[src/rtl/doodle_ssd_pkg.sv]
// Shared types and constants for the doodle seven-segment display controller.
// Font entries are active-low segment patterns ordered {a,b,c,d,e,f,g}.
package doodle_ssd_pkg;

  typedef enum logic [1:0] {
    MODE_SRC0  = 2'b00,
    MODE_SRC1  = 2'b01,
    MODE_AUTO  = 2'b10,
    MODE_BLANK = 2'b11
  } mode_e;

  localparam int NUM_DIGITS = 8;

  localparam logic [6:0] FONT_0 = 7'b0000001;
  localparam logic [6:0] FONT_1 = 7'b1001111;
  localparam logic [6:0] FONT_2 = 7'b0010010;
  localparam logic [6:0] FONT_3 = 7'b0000110;
  localparam logic [6:0] FONT_4 = 7'b1001100;
  localparam logic [6:0] FONT_5 = 7'b0100100;
  localparam logic [6:0] FONT_6 = 7'b0100000;
  localparam logic [6:0] FONT_7 = 7'b0001111;
  localparam logic [6:0] FONT_8 = 7'b0000000;
  localparam logic [6:0] FONT_9 = 7'b0000100;
  localparam logic [6:0] FONT_A = 7'b0001000;
  localparam logic [6:0] FONT_B = 7'b1100000;
  localparam logic [6:0] FONT_C = 7'b0110001;
  localparam logic [6:0] FONT_D = 7'b1000010;
  localparam logic [6:0] FONT_E = 7'b0110000;
  localparam logic [6:0] FONT_F = 7'b0111000;

endpackage

[src/rtl/ssd_hex_decoder.sv]
// Combinational hex nibble to active-low seven-segment pattern.
// Output order is {a,b,c,d,e,f,g}.
module ssd_hex_decoder
  import doodle_ssd_pkg::*;
(
  input  logic [3:0] nib_i,
  output logic [6:0] seg_o
);

  always_comb begin
    seg_o = FONT_0;
    unique case (nib_i)
      4'h0: seg_o = FONT_0;
      4'h1: seg_o = FONT_1;
      4'h2: seg_o = FONT_2;
      4'h3: seg_o = FONT_3;
      4'h4: seg_o = FONT_4;
      4'h5: seg_o = FONT_5;
      4'h6: seg_o = FONT_6;
      4'h7: seg_o = FONT_7;
      4'h8: seg_o = FONT_8;
      4'h9: seg_o = FONT_9;
      4'hA: seg_o = FONT_A;
      4'hB: seg_o = FONT_B;
      4'hC: seg_o = FONT_C;
      4'hD: seg_o = FONT_D;
      4'hE: seg_o = FONT_E;
      4'hF: seg_o = FONT_F;
    endcase
  end

endmodule

[src/rtl/ssd_scan_ctrl.sv]
// Eight-digit seven-segment scanner shared by two buffered sources.
// Visible values, mode and page only change at frame boundaries.
module ssd_scan_ctrl
  import doodle_ssd_pkg::*;
#(
  parameter int SCAN_DIV_W    = 17,
  parameter int GUARD_CYCLES  = 64,
  parameter int PAGE_FRAMES_W = 7
) (
  input  logic        clk,
  input  logic        rst_n,
  input  logic [31:0] src0_data,
  input  logic        src0_valid,
  output logic        src0_ready,
  input  logic [31:0] src1_data,
  input  logic        src1_valid,
  output logic        src1_ready,
  input  logic [1:0]  mode,
  input  logic        lzs_en,
  input  logic [7:0]  dp_mask,
  output logic [7:0]  an_n,
  output logic [6:0]  seg_n,
  output logic        dp_n,
  output logic        cur_page,
  output logic        frame_tick
);

  localparam int DIG_W = $clog2(NUM_DIGITS);
  localparam logic [SCAN_DIV_W-1:0] GUARD_L = SCAN_DIV_W'(GUARD_CYCLES);
  localparam logic [DIG_W-1:0] LAST_DIG = DIG_W'(NUM_DIGITS - 1);

  logic [SCAN_DIV_W-1:0]    presc_q;
  logic [DIG_W-1:0]         idx_q;
  logic [PAGE_FRAMES_W-1:0] frame_q, frame_d;
  mode_e                    mode_q;
  logic                     page_q, tick_q;
  logic [31:0]              pend0_q, pend1_q, disp0_q, disp1_q;
  logic                     full0_q, full1_q;
  logic [7:0]               an_q;
  logic [6:0]               seg_q, seg_w;
  logic                     dp_q;

  logic        term, boundary, guard, lz_blank;
  logic [31:0] sel_disp, upper;
  logic [3:0]  nib;

  assign term     = &presc_q;
  assign boundary = term && (idx_q == LAST_DIG);
  assign guard    = presc_q < GUARD_L;
  assign sel_disp = page_q ? disp1_q : disp0_q;
  assign nib      = sel_disp[{idx_q, 2'b00} +: 4];
  assign upper    = sel_disp >> {idx_q, 2'b00};
  assign lz_blank = lzs_en && (idx_q != '0) && (upper == 32'd0);
  assign frame_d  = frame_q + 1'b1;

  ssd_hex_decoder u_dec (
    .nib_i (nib),
    .seg_o (seg_w)
  );

  always_ff @(posedge clk or negedge rst_n) begin
    if (!rst_n) begin
      presc_q <= '0;
      idx_q   <= '0;
    end else begin
      presc_q <= presc_q + 1'b1;
      if (term) idx_q <= idx_q + 1'b1;
    end
  end

  // A full buffer can't accept, so boundary drain and new transfer never collide.
  always_ff @(posedge clk or negedge rst_n) begin
    if (!rst_n) begin
      pend0_q <= '0;
      disp0_q <= '0;
      full0_q <= 1'b0;
    end else if (boundary && full0_q) begin
      disp0_q <= pend0_q;
      full0_q <= 1'b0;
    end else if (src0_valid && !full0_q) begin
      pend0_q <= src0_data;
      full0_q <= 1'b1;
    end
  end

  always_ff @(posedge clk or negedge rst_n) begin
    if (!rst_n) begin
      pend1_q <= '0;
      disp1_q <= '0;
      full1_q <= 1'b0;
    end else if (boundary && full1_q) begin
      disp1_q <= pend1_q;
      full1_q <= 1'b0;
    end else if (src1_valid && !full1_q) begin
      pend1_q <= src1_data;
      full1_q <= 1'b1;
    end
  end

  always_ff @(posedge clk or negedge rst_n) begin
    if (!rst_n) begin
      mode_q  <= MODE_SRC0;
      page_q  <= 1'b0;
      frame_q <= '0;
      tick_q  <= 1'b0;
    end else begin
      tick_q <= boundary;
      if (boundary) begin
        mode_q  <= mode_e'(mode);
        frame_q <= '0;
        unique case (mode_e'(mode))
          MODE_SRC0: page_q <= 1'b0;
          MODE_SRC1: page_q <= 1'b1;
          MODE_AUTO: begin
            frame_q <= frame_d;
            if (frame_d == '0) page_q <= ~page_q;
          end
          MODE_BLANK: ;
        endcase
      end
    end
  end

  always_ff @(posedge clk or negedge rst_n) begin
    if (!rst_n) begin
      an_q  <= '1;
      seg_q <= '1;
      dp_q  <= 1'b1;
    end else begin
      seg_q <= seg_w;
      dp_q  <= ~dp_mask[idx_q];
      if (mode_q == MODE_BLANK || guard || lz_blank) an_q <= '1;
      else an_q <= ~(8'd1 << idx_q);
    end
  end

  assign src0_ready = ~full0_q;
  assign src1_ready = ~full1_q;
  assign an_n       = an_q;
  assign seg_n      = seg_q;
  assign dp_n       = dp_q;
  assign cur_page   = page_q;
  assign frame_tick = tick_q;

endmodule

[config.mk]
export PLATFORM = sky130hd
export DESIGN_NAME = ssd_scan_ctrl
export DESIGN_NICKNAME = d
export VERILOG_FILES = /design/src/rtl/doodle_ssd_pkg.sv /design/src/rtl/ssd_hex_decoder.sv /design/src/rtl/ssd_scan_ctrl.sv
export SDC_FILE = /design/constraint.sdc
export NUM_CORES = 1
export LEC_CHECK = 0
export ABC_CLOCK_PERIOD_IN_PS = 3600
export CAP_MARGIN = 20
export CORE_MARGIN = 10
export CORE_UTILIZATION = 35
export DETAILED_ROUTE_END_ITERATION = 8
export PLACE_DENSITY = 0.63
export SETUP_SLACK_MARGIN = 0.2
export SYNTH_ARGS = -nofsm -noshare
export SYNTH_HDL_FRONTEND = slang
export SYNTH_SLANG_ARGS = --single-unit
[constraint.sdc]
create_clock -name clk -period 3.6 [get_ports clk]
set_clock_uncertainty 0.1 [all_clocks]
set_input_delay 1.08 -clock clk [delete_from_list [all_inputs] [get_ports clk]]
set_output_delay 1.08 -clock clk [all_outputs]
set_load 0.1 [all_outputs]
Word-level counts from Yosys, hierarchy flattened
Memory sizes are Yosys's and may differ from the RTL's. A register that Yosys moved wholly into a read port is not among the register bits.
Index checks and enable logic that the tools add are counted.

word-level totals
  bits in registers = 170
  bits in read-only memories = 112
  output and inout bits = 20
  memories = 1

cells by class
  reduce and logical (&&, ||, !) cells = 23
  equal/unequal tests = 5
  shift operators = 3
  bitwise logic cells = 7
  add/sub/neg operators = 3
  muxes and demuxes = 11
  order comparisons = 2

memories
  name              words  bits a word  rd ports  clocked after Yosys merged registers in  write ports  line                   text
  (name not given)  16     7            1         1                                        0            ssd_hex_decoder.sv:12  unique case (nib_i)

operator list
  kind                                                  number
  logical NOT 32 bit                                    1
  2-to-1 mux 32 bit                                     1
  indexed part select 32 x 6 -> 4 bit                   1
  right shift 32 x 5 -> 32 bit                          1
  adder 17 x 1 -> 17 bit (second input constant)        1
  < comparator 17 x 7 -> 1 bit (second input constant)  1
  AND reduction 17 bit                                  1
  2-to-1 mux 8 bit                                      1
  NOT 8 bit                                             1
  << shifter 1 x 3 -> 8 bit (first input constant)      1
  adder 7 x 1 -> 7 bit (second input constant)          1
  logical AND 1 bit                                     7
  logical NOT 7 bit                                     1
  2-to-1 mux 7 bit                                      1
  2-to-1 mux 1 bit                                      6
  NOT 1 bit                                             6
  nonzero test 3 bit                                    2
  equality test 2 bit (second input constant)           2
  < comparator 3 x 4 -> 1 bit (second input constant)   1
  AND reduction 2 bit                                   2
  nonzero test 2 bit                                    2
  adder 3 x 1 -> 3 bit (second input constant)          1
  binary-select mux 1 bit (select 3 bit)                1
  equality test 3 bit (second input constant)           1
  other kinds (7)                                       10

Depth between registers and ports, before layout
Gate-level depths: netlist (run 1).

  word-level depth = 6
  gate-level depth with buffers = 12
  depth with buffers taken out = 12

Cells and area by module
A second synthesis (run 1) with hierarchy kept.

unflattened totals
  cell total of the unflattened synthesis = 578
  area total of the unflattened synthesis = 8080.2 um^2

by module, submodules not included
  module           sequential area each (um^2)  times used  cells each  area an instance (um^2)
  ssd_scan_ctrl    4449.3                       1           545         7811.2
  ssd_hex_decoder  0.0                          1           33          269.0

Least setup slack after synthesis (run 1)
Ideal clock, no wire load.

  path type = reg-to-reg
  start = register page_q, in the netlist cur_page
  end = register an_q[3], in the netlist an_n[3]
  period minus slack after synthesis = 3.624 ns
  slack = -0.024 ns
  arrival time = 3.453 ns
  library setup time = 0.072 ns
  cell stages (with the launch flop) = 13
  cell sequence = dfrtp_1 -> buf_6 -> buf_2 -> mux4_2 -> mux4_2 -> inv_1 -> ha_1 -> nand2_1 -> a31oi_1 -> o211ai_1 -> a221oi_2 -> a21oi_1 -> o21ai_1

between the ends
  cells in the longest elaborated chain, start to end = 6

RTL lines
  what                          line                  text
  start, declared               ssd_scan_ctrl.sv:36   logic page_q, tick_q;
  start signal, assigned        ssd_scan_ctrl.sv:116  if (frame_d == '0) page_q <= ~page_q;
  2-to-1 mux 32 bit             ssd_scan_ctrl.sv:50   assign sel_disp = page_q ? disp1_q : disp0_q;
  right shift 32 x 5 -> 32 bit  ssd_scan_ctrl.sv:52   assign upper = sel_disp >> {idx_q, 2'b00};
  logical NOT 32 bit            ssd_scan_ctrl.sv:53   assign lz_blank = lzs_en && (idx_q != '0) && (upper == 32'd0);
  logical AND 1 bit             ssd_scan_ctrl.sv:53
  logical OR 1 bit              ssd_scan_ctrl.sv:132  if (mode_q == MODE_BLANK || guard || lz_blank) an_q <= '1;
  2-to-1 mux 8 bit              ssd_scan_ctrl.sv:132
  end signal, assigned          ssd_scan_ctrl.sv:133  else an_q <= ~(8'd1 << idx_q);
  end, declared                 ssd_scan_ctrl.sv:39   logic [7:0] an_q;

No other way between the ends.
A chain may end at the register's enable or synchronous reset.

Worst setup path after layout (run 1)
Ends and elaborated chain as after synthesis.

==> results of run 1 <==
==> metrics by stage <==
step	instance area (um^2)	setup WS [ns]	hold slack, ns	utilization	instances
4_1_cts	10100	0.293	0.373	0.442	1024
5_1_grt	10100	0.226	0.389	0.443	1027
3_3_place_gp	9490	0.380	0.349	0.417	992
6_report	10100	0.410	0.370	0.443	1027
3_5_place_dp	9490	0.209	0.363	0.417	992
2_1_floorplan	8130	0.255	0.334	-	592
==> registers in the layout (all words and copies together), names as in the netlist <==
register and count:
disp0_q 32, disp1_q 32, pend0_q 32, pend1_q 32, presc_q 17, an_n 8, frame_q 7, seg_n 7
idx_q 3, mode_q 2, cur_page 1, dp_n 1, frame_tick 1, full0_q 1, full1_q 1
==> metal layers <==
| layer | track usage | up-vias | share of wire |
|---|---|---|---|
| li1 | - | 2358 | - |
| met1 | 0.169 | 2582 | 0.46 |
| met2 | 0.208 | 153 | 0.47 |
| met3 | 0.0319 | 24 | 0.052 |
| met4 | 0.0442 | 0 | 0.020 |
| met5 | 0 | - | 0 |
==> worst min-delay path by stage <==
stage	start	endpoint	slack [ns]	cells after the start
2_1_floorplan	presc_q[5]	presc_q[5]	0.33	1
3_3_place_gp	presc_q[5]	presc_q[5]	0.35	1
3_5_place_dp	presc_q[5]	presc_q[5]	0.36	1
4_1_cts	presc_q[5]	presc_q[5]	0.37	1
5_1_grt	presc_q[0]	presc_q[0]	0.39	1
6_report	presc_q[5]	presc_q[5]	0.37	1
==> logic make-up (layout without fill, tap and decap cells) <==
group           count (synthesis)  count (layout)
flops                         177             177
mux                           162             162
simple gates                  127             127
compound gates                 47              47
buf+inv                        44             166
fa+ha+maj                      18              18
xor+xnor                       17              17
==> cell usage in the layout, fill, tap and decap left out, drive strengths merged, types with 2 or more instances in the layout <==
cell type,synthesis,routed
and3,3,3
clkinv,0,5
buf,21,41
xnor2,10,10
dfstp,16,16
inv,16,18
o21a,2,2
clkdlybuf4s50,0,77
o211ai,4,4
xor2,7,7
o31ai,3,3
mux4,26,26
nor2,30,30
dfrtp,161,161
o22ai,2,2
o21ai,14,14
or2,6,6
ha,18,18
clkbuf,7,22
a2111oi,2,2
clkinvlp,0,2
nor3,7,7
nor2b,4,4
a22oi,3,3
nand3,21,21
a31oi,4,4
mux2,130,130
nor4,5,5
nor3b,2,2
or3,3,3
nand4,3,3
a21oi,4,4
mux2i,6,6
nand2,37,37
nand2b,2,2
a32oi,2,2
==> worst max-delay path, delay by kind of cell (launching register included) <==
| family | cells | cell delay [ns] |
|---|---|---|
| buf+inv | 1 | 0.14 |
| mux | 2 | 1.17 |
| fa+ha+maj | 1 | 0.20 |
| simple gates | 1 | 0.08 |
| compound gates | 5 | 0.88 |
| flops | 1 | 0.54 |
==> what timing repair did <==
action	4_1_cts	5_1_grt
setup endpoints to repair	1	5
setup buffers	0	3
resized for setup	1	1
endpoints found under the hold margin	0	0
==> area by class of cell <==
class | instances | area, um^2 | area share
sequential | 177 | 4450 | 0.441
multi-input combinational | 371 | 3490 | 0.346
timing repair buffer | 118 | 1120 | 0.111
clock buffer | 22 | 474 | 0.0470
tap | 313 | 392 | 0.0388
clock inverter | 10 | 103 | 0.0102
inverter | 16 | 60.1 | 0.00595
==> report_power, final <==
part           total (mW)  leakage (nW)  internal, mW  switching [mW]
Sequential           2.14          2.23          2.08          0.0578
Combinational       0.234          1.95         0.152          0.0816
Clock                1.80         0.277          1.02           0.781
==> metrics.txt, run 1 <==
# TYPE chip_impl_metric gauge
chip_impl_info{name="result_of_the_run",value="finished, final reports clean"} 1
chip_impl_metric{name="starting_density_of_the_core",unit=""} 0.357
chip_impl_metric{name="synthToLayoutAreaGrowth",unit="%"} 24.2
chip_impl_metric{name="wl_per_cell",unit="um"} 18.3
chip_impl_metric{name="worst-endpoint-required",unit="ns"} 3.85
chip_impl_metric{name="postSynthAreaPerCell",unit="um^2"} 13.7
chip_impl_metric{name="fp.dieH",unit="um"} 172
chip_impl_metric{name="grt_start_max_net_pins",unit=""} 83
chip_impl_metric{name="routed-via-count",unit=""} 5117
chip_impl_metric{name="length_of_the_first_detailed_routing_pass_in_iterations",unit=""} 6
chip_impl_metric{name="final_min_period_over_clock_period",unit=""} 0.886
chip_impl_metric{name="clk-insertion-delay-late",unit="ns"} 0.43
chip_impl_info{name="worst-setup-path-type",value="flip-flop to flip-flop"} 1
chip_impl_metric{name="place.port_buffers",unit=""} 98
chip_impl_metric{name="synth_simple_gate_area_share",unit=""} 0.0809
chip_impl_metric{name="maxClockFrequency",unit="MHz"} 313
chip_impl_metric{name="power.density",unit="mW/mm^2"} 413
chip_impl_metric{name="ys_types",unit=""} 58
chip_impl_metric{name="max_slew.worst_pin.slew",unit="ns"} 0.751
chip_impl_metric{name="post_layout_minimum_cycle_time",unit="ns"} 3.19
chip_impl_info{name="critPathCapture",value="an_n[3]"} 1
chip_impl_metric{name="drcViolationCount",unit=""} 0
chip_impl_metric{name="synth-edff-count",unit=""} 0
chip_impl_metric{name="timing.critical_path.fanout_max",unit=""} 11
chip_impl_metric{name="xor_xnor_share_of_the_synthesized_area",unit=""} 0.0183
chip_impl_metric{name="rr_worst_depth",unit=""} 10
chip_impl_info{name="rsz0062_at_grt",value="false"} 1
chip_impl_metric{name="grt_use_total",unit=""} 0.130
chip_impl_metric{name="global_route.overflow_total",unit=""} 0
chip_impl_info{name="synth_top_family_by_area",value="multiplexers"} 1
chip_impl_info{name="rr_endpoint",value="an_n[3]"} 1
chip_impl_metric{name="p_leak",unit="nW"} 4.46
chip_impl_info{name="clockRootBuffer",value="sky130_fd_sc_hd__clkbuf_16"} 1
chip_impl_metric{name="avgViaCountPerCell",unit=""} 4.98
chip_impl_metric{name="number_of_global_route_vias_before_repair",unit=""} 5496
chip_impl_metric{name="synth.top_cell.area_share",unit=""} 0.495
chip_impl_metric{name="antennaDiodeCount",unit=""} 0
chip_impl_metric{name="placement_rows",unit=""} 55
chip_impl_metric{name="h-tree-depth",unit=""} 4
chip_impl_metric{name="ir_drop",unit="mV"} 0.304
chip_impl_metric{name="synth-async-reset-ratio",unit=""} 1.00
chip_impl_metric{name="global_route_wire_length_before_repair",unit="um"} 30200
chip_impl_metric{name="post_synth_fa_ha_maj_area_fraction",unit=""} 0.0277
chip_impl_metric{name="mappedNetlistNets",unit=""} 689
chip_impl_metric{name="floorplan.die_area",unit="mm^2"} 0.0297
chip_impl_metric{name="cts_hold_buf",unit=""} 0
chip_impl_info{name="r2r_start",value="cur_page"} 1
chip_impl_metric{name="compound_gate_fraction_of_synth_area",unit=""} 0.0420
chip_impl_metric{name="synth-warning-count",unit=""} 0
chip_impl_metric{name="setup_viol_count_final",unit=""} 0
chip_impl_metric{name="power.total",unit="mW"} 4.17
chip_impl_info{name="timing.critical_path.to_type",value="flip-flop"} 1
chip_impl_info{name="synthTopCellsByCount",value="161 x sky130_fd_sc_hd__dfrtp_1, 128 x sky130_fd_sc_hd__mux2_2, 37 x sky130_fd_sc_hd__nand2_1"} 1
chip_impl_info{name="yosys_most_used_dff",value="sky130_fd_sc_hd__dfrtp_1"} 1
chip_impl_metric{name="final_max_slew_viol_count",unit=""} 0
chip_impl_metric{name="reported_max_cap_violation_count",unit=""} 0
chip_impl_info{name="worst_path_max_delay_cell",value="sky130_fd_sc_hd__mux4_2"} 1
chip_impl_info{name="min_delay_path_class",value="flip-flop to flip-flop"} 1
chip_impl_metric{name="fin_nets",unit=""} 798
chip_impl_metric{name="worst_setup_hold_path_clk_slew",unit="ns"} 0.07
chip_impl_metric{name="sequential_fraction_of_the_synthesis_area",unit=""} 0.547
chip_impl_info{name="tritoncts_clock_tree",value="done"} 1
chip_impl_metric{name="grt_antenna_before_repair",unit=""} 0
chip_impl_metric{name="layout-drive-gt1-share",unit=""} 0.367
chip_impl_metric{name="wirelength",unit="um"} 18800
chip_impl_info{name="synth.area.top_cells",value="sky130_fd_sc_hd__dfrtp_1 50%, sky130_fd_sc_hd__mux2_2 18%, sky130_fd_sc_hd__mux4_2 7.2%"} 1
chip_impl_metric{name="cp_data_arrival_time",unit="ns"} 3.44
chip_impl_metric{name="dieWidth",unit="um"} 172
chip_impl_info{name="worst_path_cell_chain",value="mux4_2 > mux4_2 > inv_1 > ha_1 > nand2_1 > a31oi_1 > o211ai_1 > a221oi_2 > a21oi_1 > o21ai_1"} 1
chip_impl_metric{name="ctsLongestPathBuffers",unit=""} 2
chip_impl_metric{name="drtAntennaViolNets",unit=""} 0
chip_impl_metric{name="fillerInstances",unit=""} 2058
chip_impl_info{name="post-synth-top-area-cell",value="sky130_fd_sc_hd__dfrtp_1"} 1
chip_impl_metric{name="cts.sink_count",unit=""} 177
chip_impl_metric{name="gp_congestion",unit=""} 0.882
chip_impl_metric{name="post_synth_mux_area_share",unit=""} 0.259
chip_impl_info{name="startpoint",value="cur_page"} 1
chip_impl_info{name="crit_top_cell",value="sky130_fd_sc_hd__mux4_2"} 1
chip_impl_metric{name="yosys_register_bits",unit=""} 177
chip_impl_metric{name="timing.setup.tns",unit="ns"} 0
chip_impl_metric{name="max_slew_margin",unit=""} 0.499
chip_impl_metric{name="syn_inst",unit=""} 592
chip_impl_metric{name="cts-buffers-inserted",unit=""} 17
chip_impl_metric{name="detailed_place_hpwl",unit="um"} 14400
chip_impl_metric{name="r2r_setup_slack",unit="ns"} 0.41
chip_impl_info{name="yosysMostFrequentCell",value="sky130_fd_sc_hd__dfrtp_1"} 1
chip_impl_info{name="setup.worst_path.start_class",value="flip-flop"} 1
chip_impl_metric{name="slowest_delay",unit="ns"} 0.59
chip_impl_metric{name="ios",unit=""} 99
chip_impl_metric{name="synth.cell_area",unit="mm^2"} 0.00813
chip_impl_metric{name="drt-initial-drc-count",unit=""} 313
chip_impl_metric{name="finalHoldViolCount",unit=""} 0
chip_impl_metric{name="design.core.area",unit="mm^2"} 0.0228
No activity file was read; power rests on OpenSTA's default activity.
==> inputs of run 2 (changes only) <==
--- a/config.mk
+++ b/config.mk
@@ -9,7 +9,9 @@
 export CAP_MARGIN = 20
 export CORE_MARGIN = 10
 export CORE_UTILIZATION = 35
+export CTS_BUF_LIST = sky130_fd_sc_hd__clkbuf_16
 export DETAILED_ROUTE_END_ITERATION = 8
+export HOLD_SLACK_MARGIN = 0.15
 export PLACE_DENSITY = 0.63
 export SETUP_SLACK_MARGIN = 0.2
 export SYNTH_ARGS = -nofsm -noshare
==> run 2 against run 1 <==
Effect of this change: via count rose by 0.18%; register-to-register slack barely moved; cell area fell by 0.30%; sequential share of layout area rose by 0.13 points; combinational power barely moved; power fell by 1.8%; count of clock-buffer cells in the layout fell by 5; largest cell class unchanged; die area did not move; core utilization fell by 0.13 points; first-iteration DRC count fell by 2.2%; cell count did not move; sequential power barely moved; critical endpoint unchanged.
==> metrics.txt, run 2 (synthesized netlist as in run 1, its figures left out) <==
# TYPE chip_impl_metric gauge
chip_impl_info{name="setup.worst_path.start_class",value="flip-flop"} 1
chip_impl_metric{name="avgViaCountPerCell",unit=""} 4.99
chip_impl_metric{name="timing.final.ws_setup",unit="ns"} 0.411
chip_impl_metric{name="number_of_global_route_vias_before_repair",unit=""} 5494
chip_impl_metric{name="timing.setup.tns",unit="ns"} 0
chip_impl_metric{name="global_route_wire_length_before_repair",unit="um"} 30200
chip_impl_metric{name="worst_setup_hold_path_clk_slew",unit="ns"} 0.07
chip_impl_metric{name="drcViolationCount",unit=""} 0
chip_impl_metric{name="finalHoldViolCount",unit=""} 0
chip_impl_metric{name="maxClockFrequency",unit="MHz"} 314
chip_impl_metric{name="ios",unit=""} 99
chip_impl_info{name="result_of_the_run",value="finished, final reports clean"} 1
chip_impl_metric{name="routed-via-count",unit=""} 5126
chip_impl_info{name="worst-setup-path-type",value="flip-flop to flip-flop"} 1
chip_impl_metric{name="post-place-cells",unit=""} 992
chip_impl_metric{name="fp.dieH",unit="um"} 172
chip_impl_info{name="worst_path_cell_chain",value="mux4_2 > mux4_2 > inv_1 > ha_1 > nand2_1 > a31oi_1 > o211ai_1 > a221oi_2 > a21oi_1 > o21ai_1"} 1
chip_impl_metric{name="cts-buffers-inserted",unit=""} 17
chip_impl_metric{name="wl_per_cell",unit="um"} 18.2
chip_impl_metric{name="place.port_buffers",unit=""} 98
chip_impl_metric{name="wirelength",unit="um"} 18700
chip_impl_metric{name="setup_viol_count_final",unit=""} 0
chip_impl_info{name="rsz0062_at_grt",value="false"} 1
chip_impl_metric{name="ctsLongestPathBuffers",unit=""} 2
chip_impl_metric{name="groute.layer.met2.usage",unit=""} 0.208
chip_impl_info{name="final_common_cell",value="sky130_fd_sc_hd__dfrtp_1"} 1
chip_impl_metric{name="ir_drop",unit="mV"} 0.305
chip_impl_metric{name="drtAntennaViolNets",unit=""} 0
chip_impl_info{name="worst_path_max_delay_cell",value="sky130_fd_sc_hd__mux4_2"} 1
chip_impl_metric{name="length_of_the_first_detailed_routing_pass_in_iterations",unit=""} 5
chip_impl_metric{name="drt-initial-drc-count",unit=""} 306
chip_impl_info{name="tritoncts_clock_tree",value="done"} 1
chip_impl_metric{name="post_layout_minimum_cycle_time",unit="ns"} 3.19
chip_impl_metric{name="design.core.area",unit="mm^2"} 0.0228
chip_impl_metric{name="grt_start_max_net_pins",unit=""} 83
chip_impl_metric{name="starting_density_of_the_core",unit=""} 0.357
chip_impl_metric{name="max_slew.worst_pin.slew",unit="ns"} 0.750
chip_impl_metric{name="slowest_delay",unit="ns"} 0.59
chip_impl_metric{name="fillerInstances",unit=""} 2064
chip_impl_metric{name="layout-drive-gt1-share",unit=""} 0.363
chip_impl_metric{name="cp_data_arrival_time",unit="ns"} 3.44
chip_impl_metric{name="dieWidth",unit="um"} 172
chip_impl_metric{name="antennaDiodeCount",unit=""} 0
chip_impl_info{name="timing.critical_path.to_type",value="flip-flop"} 1
chip_impl_metric{name="grt_use_total",unit=""} 0.130
chip_impl_metric{name="final_max_slew_viol_count",unit=""} 0
chip_impl_metric{name="global_route.usage.met1",unit=""} 0.169
chip_impl_metric{name="grt_use_met3",unit=""} 0.0319
chip_impl_metric{name="regArea",unit="mm^2"} 0.00445
chip_impl_metric{name="final_min_period_over_clock_period",unit=""} 0.886
chip_impl_metric{name="max_slew_margin",unit=""} 0.500
chip_impl_metric{name="placement_rows",unit=""} 55
chip_impl_metric{name="floorplan.die_area",unit="mm^2"} 0.0297
chip_impl_info{name="crit_top_cell",value="sky130_fd_sc_hd__mux4_2"} 1
chip_impl_metric{name="detailed_place_hpwl",unit="um"} 14400
chip_impl_info{name="layout.cells.most_common_list",value="159 x sky130_fd_sc_hd__dfrtp_1, 128 x sky130_fd_sc_hd__mux2_2, 77 x sky130_fd_sc_hd__clkdlybuf4s50_1"} 1
chip_impl_metric{name="global_route.overflow_total",unit=""} 0
chip_impl_metric{name="finalHoldWorstSlack",unit="ns"} 0.369
chip_impl_metric{name="grt_antenna_before_repair",unit=""} 0
chip_impl_metric{name="fin_nets",unit=""} 798
chip_impl_metric{name="dpl_worst_slack",unit="ns"} 0.209
chip_impl_metric{name="instances_no_fill",unit=""} 1027
chip_impl_metric{name="synthToLayoutAreaGrowth",unit="%"} 23.8
chip_impl_metric{name="cts.sink_count",unit=""} 177
chip_impl_info{name="grt-busiest-layer",value="met2"} 1
chip_impl_metric{name="power.density",unit="mW/mm^2"} 407
chip_impl_metric{name="worst-endpoint-required",unit="ns"} 3.85
chip_impl_metric{name="clk-insertion-delay-late",unit="ns"} 0.43
chip_impl_info{name="clockRootBuffer",value="sky130_fd_sc_hd__clkbuf_16"} 1
chip_impl_metric{name="cts_hold_buf",unit=""} 0
chip_impl_metric{name="multi_input_area",unit="mm^2"} 0.00349
chip_impl_metric{name="reported_max_cap_violation_count",unit=""} 0
chip_impl_metric{name="power.total",unit="mW"} 4.10
chip_impl_metric{name="h-tree-depth",unit=""} 4
chip_impl_info{name="min_delay_path_class",value="flip-flop to flip-flop"} 1
chip_impl_metric{name="p_leak",unit="nW"} 4.45
chip_impl_metric{name="gp_congestion",unit=""} 0.882
chip_impl_metric{name="timing.critical_path.fanout_max",unit=""} 11
## run 2: cell count changes in the layout (fill, tap and decap cells not counted), sizes merged
cell | previous run | this run
clkinv | 5 | 8
inv | 18 | 20
clkbuf | 22 | 17
## run 2: power breakdown
group	internal, mW	leakage, nW	total, mW	switching, mW
clock	0.946	0.269	1.72	0.778
sequential	2.08	2.23	2.14	0.0578
combinational	0.152	1.95	0.234	0.0817
## run 2: final timing paths
kind                             from          to  slack [ns]  cells after the start
max                          cur_page     an_n[3]        0.41                     10
min in group asynchronous       rst_n  pend0_q[7]        0.60                      1
max in group asynchronous       rst_n    idx_q[0]        2.04                      2
min                        presc_q[5]  presc_q[5]        0.37                      1
min reg2reg                presc_q[5]  presc_q[5]        0.37                      1
max reg2reg                  cur_page     an_n[3]        0.41                     10
## run 2: final cells by class
type,count,share of cell area
Clock buffer,17,0.0422
Clock inverter,15,0.0121
Inverter,16,0.00596
Multi-Input combinational cell,371,0.347
Sequential cell,177,0.442
Tap cell,313,0.0389
Timing Repair Buffer,118,0.112
## run 2: per-stage QoR
stage	util	cell area, um^2
final	0.442	10100
after global routing	0.442	10100
after CTS	0.441	10000
after detailed placement	0.417	9490
after global placement	0.417	9490
after floorplan	-	8130
## run 2: critical path, delay by kind of cell, from the launching register on
family	cells	cell delay (ns)
mux	2	1.17
compound gates	5	0.88
flops	1	0.54
fa+ha+maj	1	0.20
buf+inv	1	0.14
simple gates	1	0.08
## run 2: metal layers
layer / vias up / wire, um
met3: 24 / 1050
met5: - / 0
met2: 170 / 8870
met1: 2572 / 8420
li1: 2360 / -
met4: 0 / 375
## run 2: timing repair
item,CTS,global route
resized for setup,1,1
setup endpoints to repair,1,5
cloned,0,0
hold endpoints to repair,0,0
setup buffers,0,3
==> inputs of run 3 (changes only) <==
--- a/config.mk
+++ b/config.mk
@@ -5,6 +5,7 @@
 export SDC_FILE = /design/constraint.sdc
 export NUM_CORES = 1
 export LEC_CHECK = 0
+export ABC_AREA = 0
 export ABC_CLOCK_PERIOD_IN_PS = 3600
 export CAP_MARGIN = 20
 export CORE_MARGIN = 10
==> results of run 3 <==
The final DEF is identical to that of run 2; final timing and power are the same.
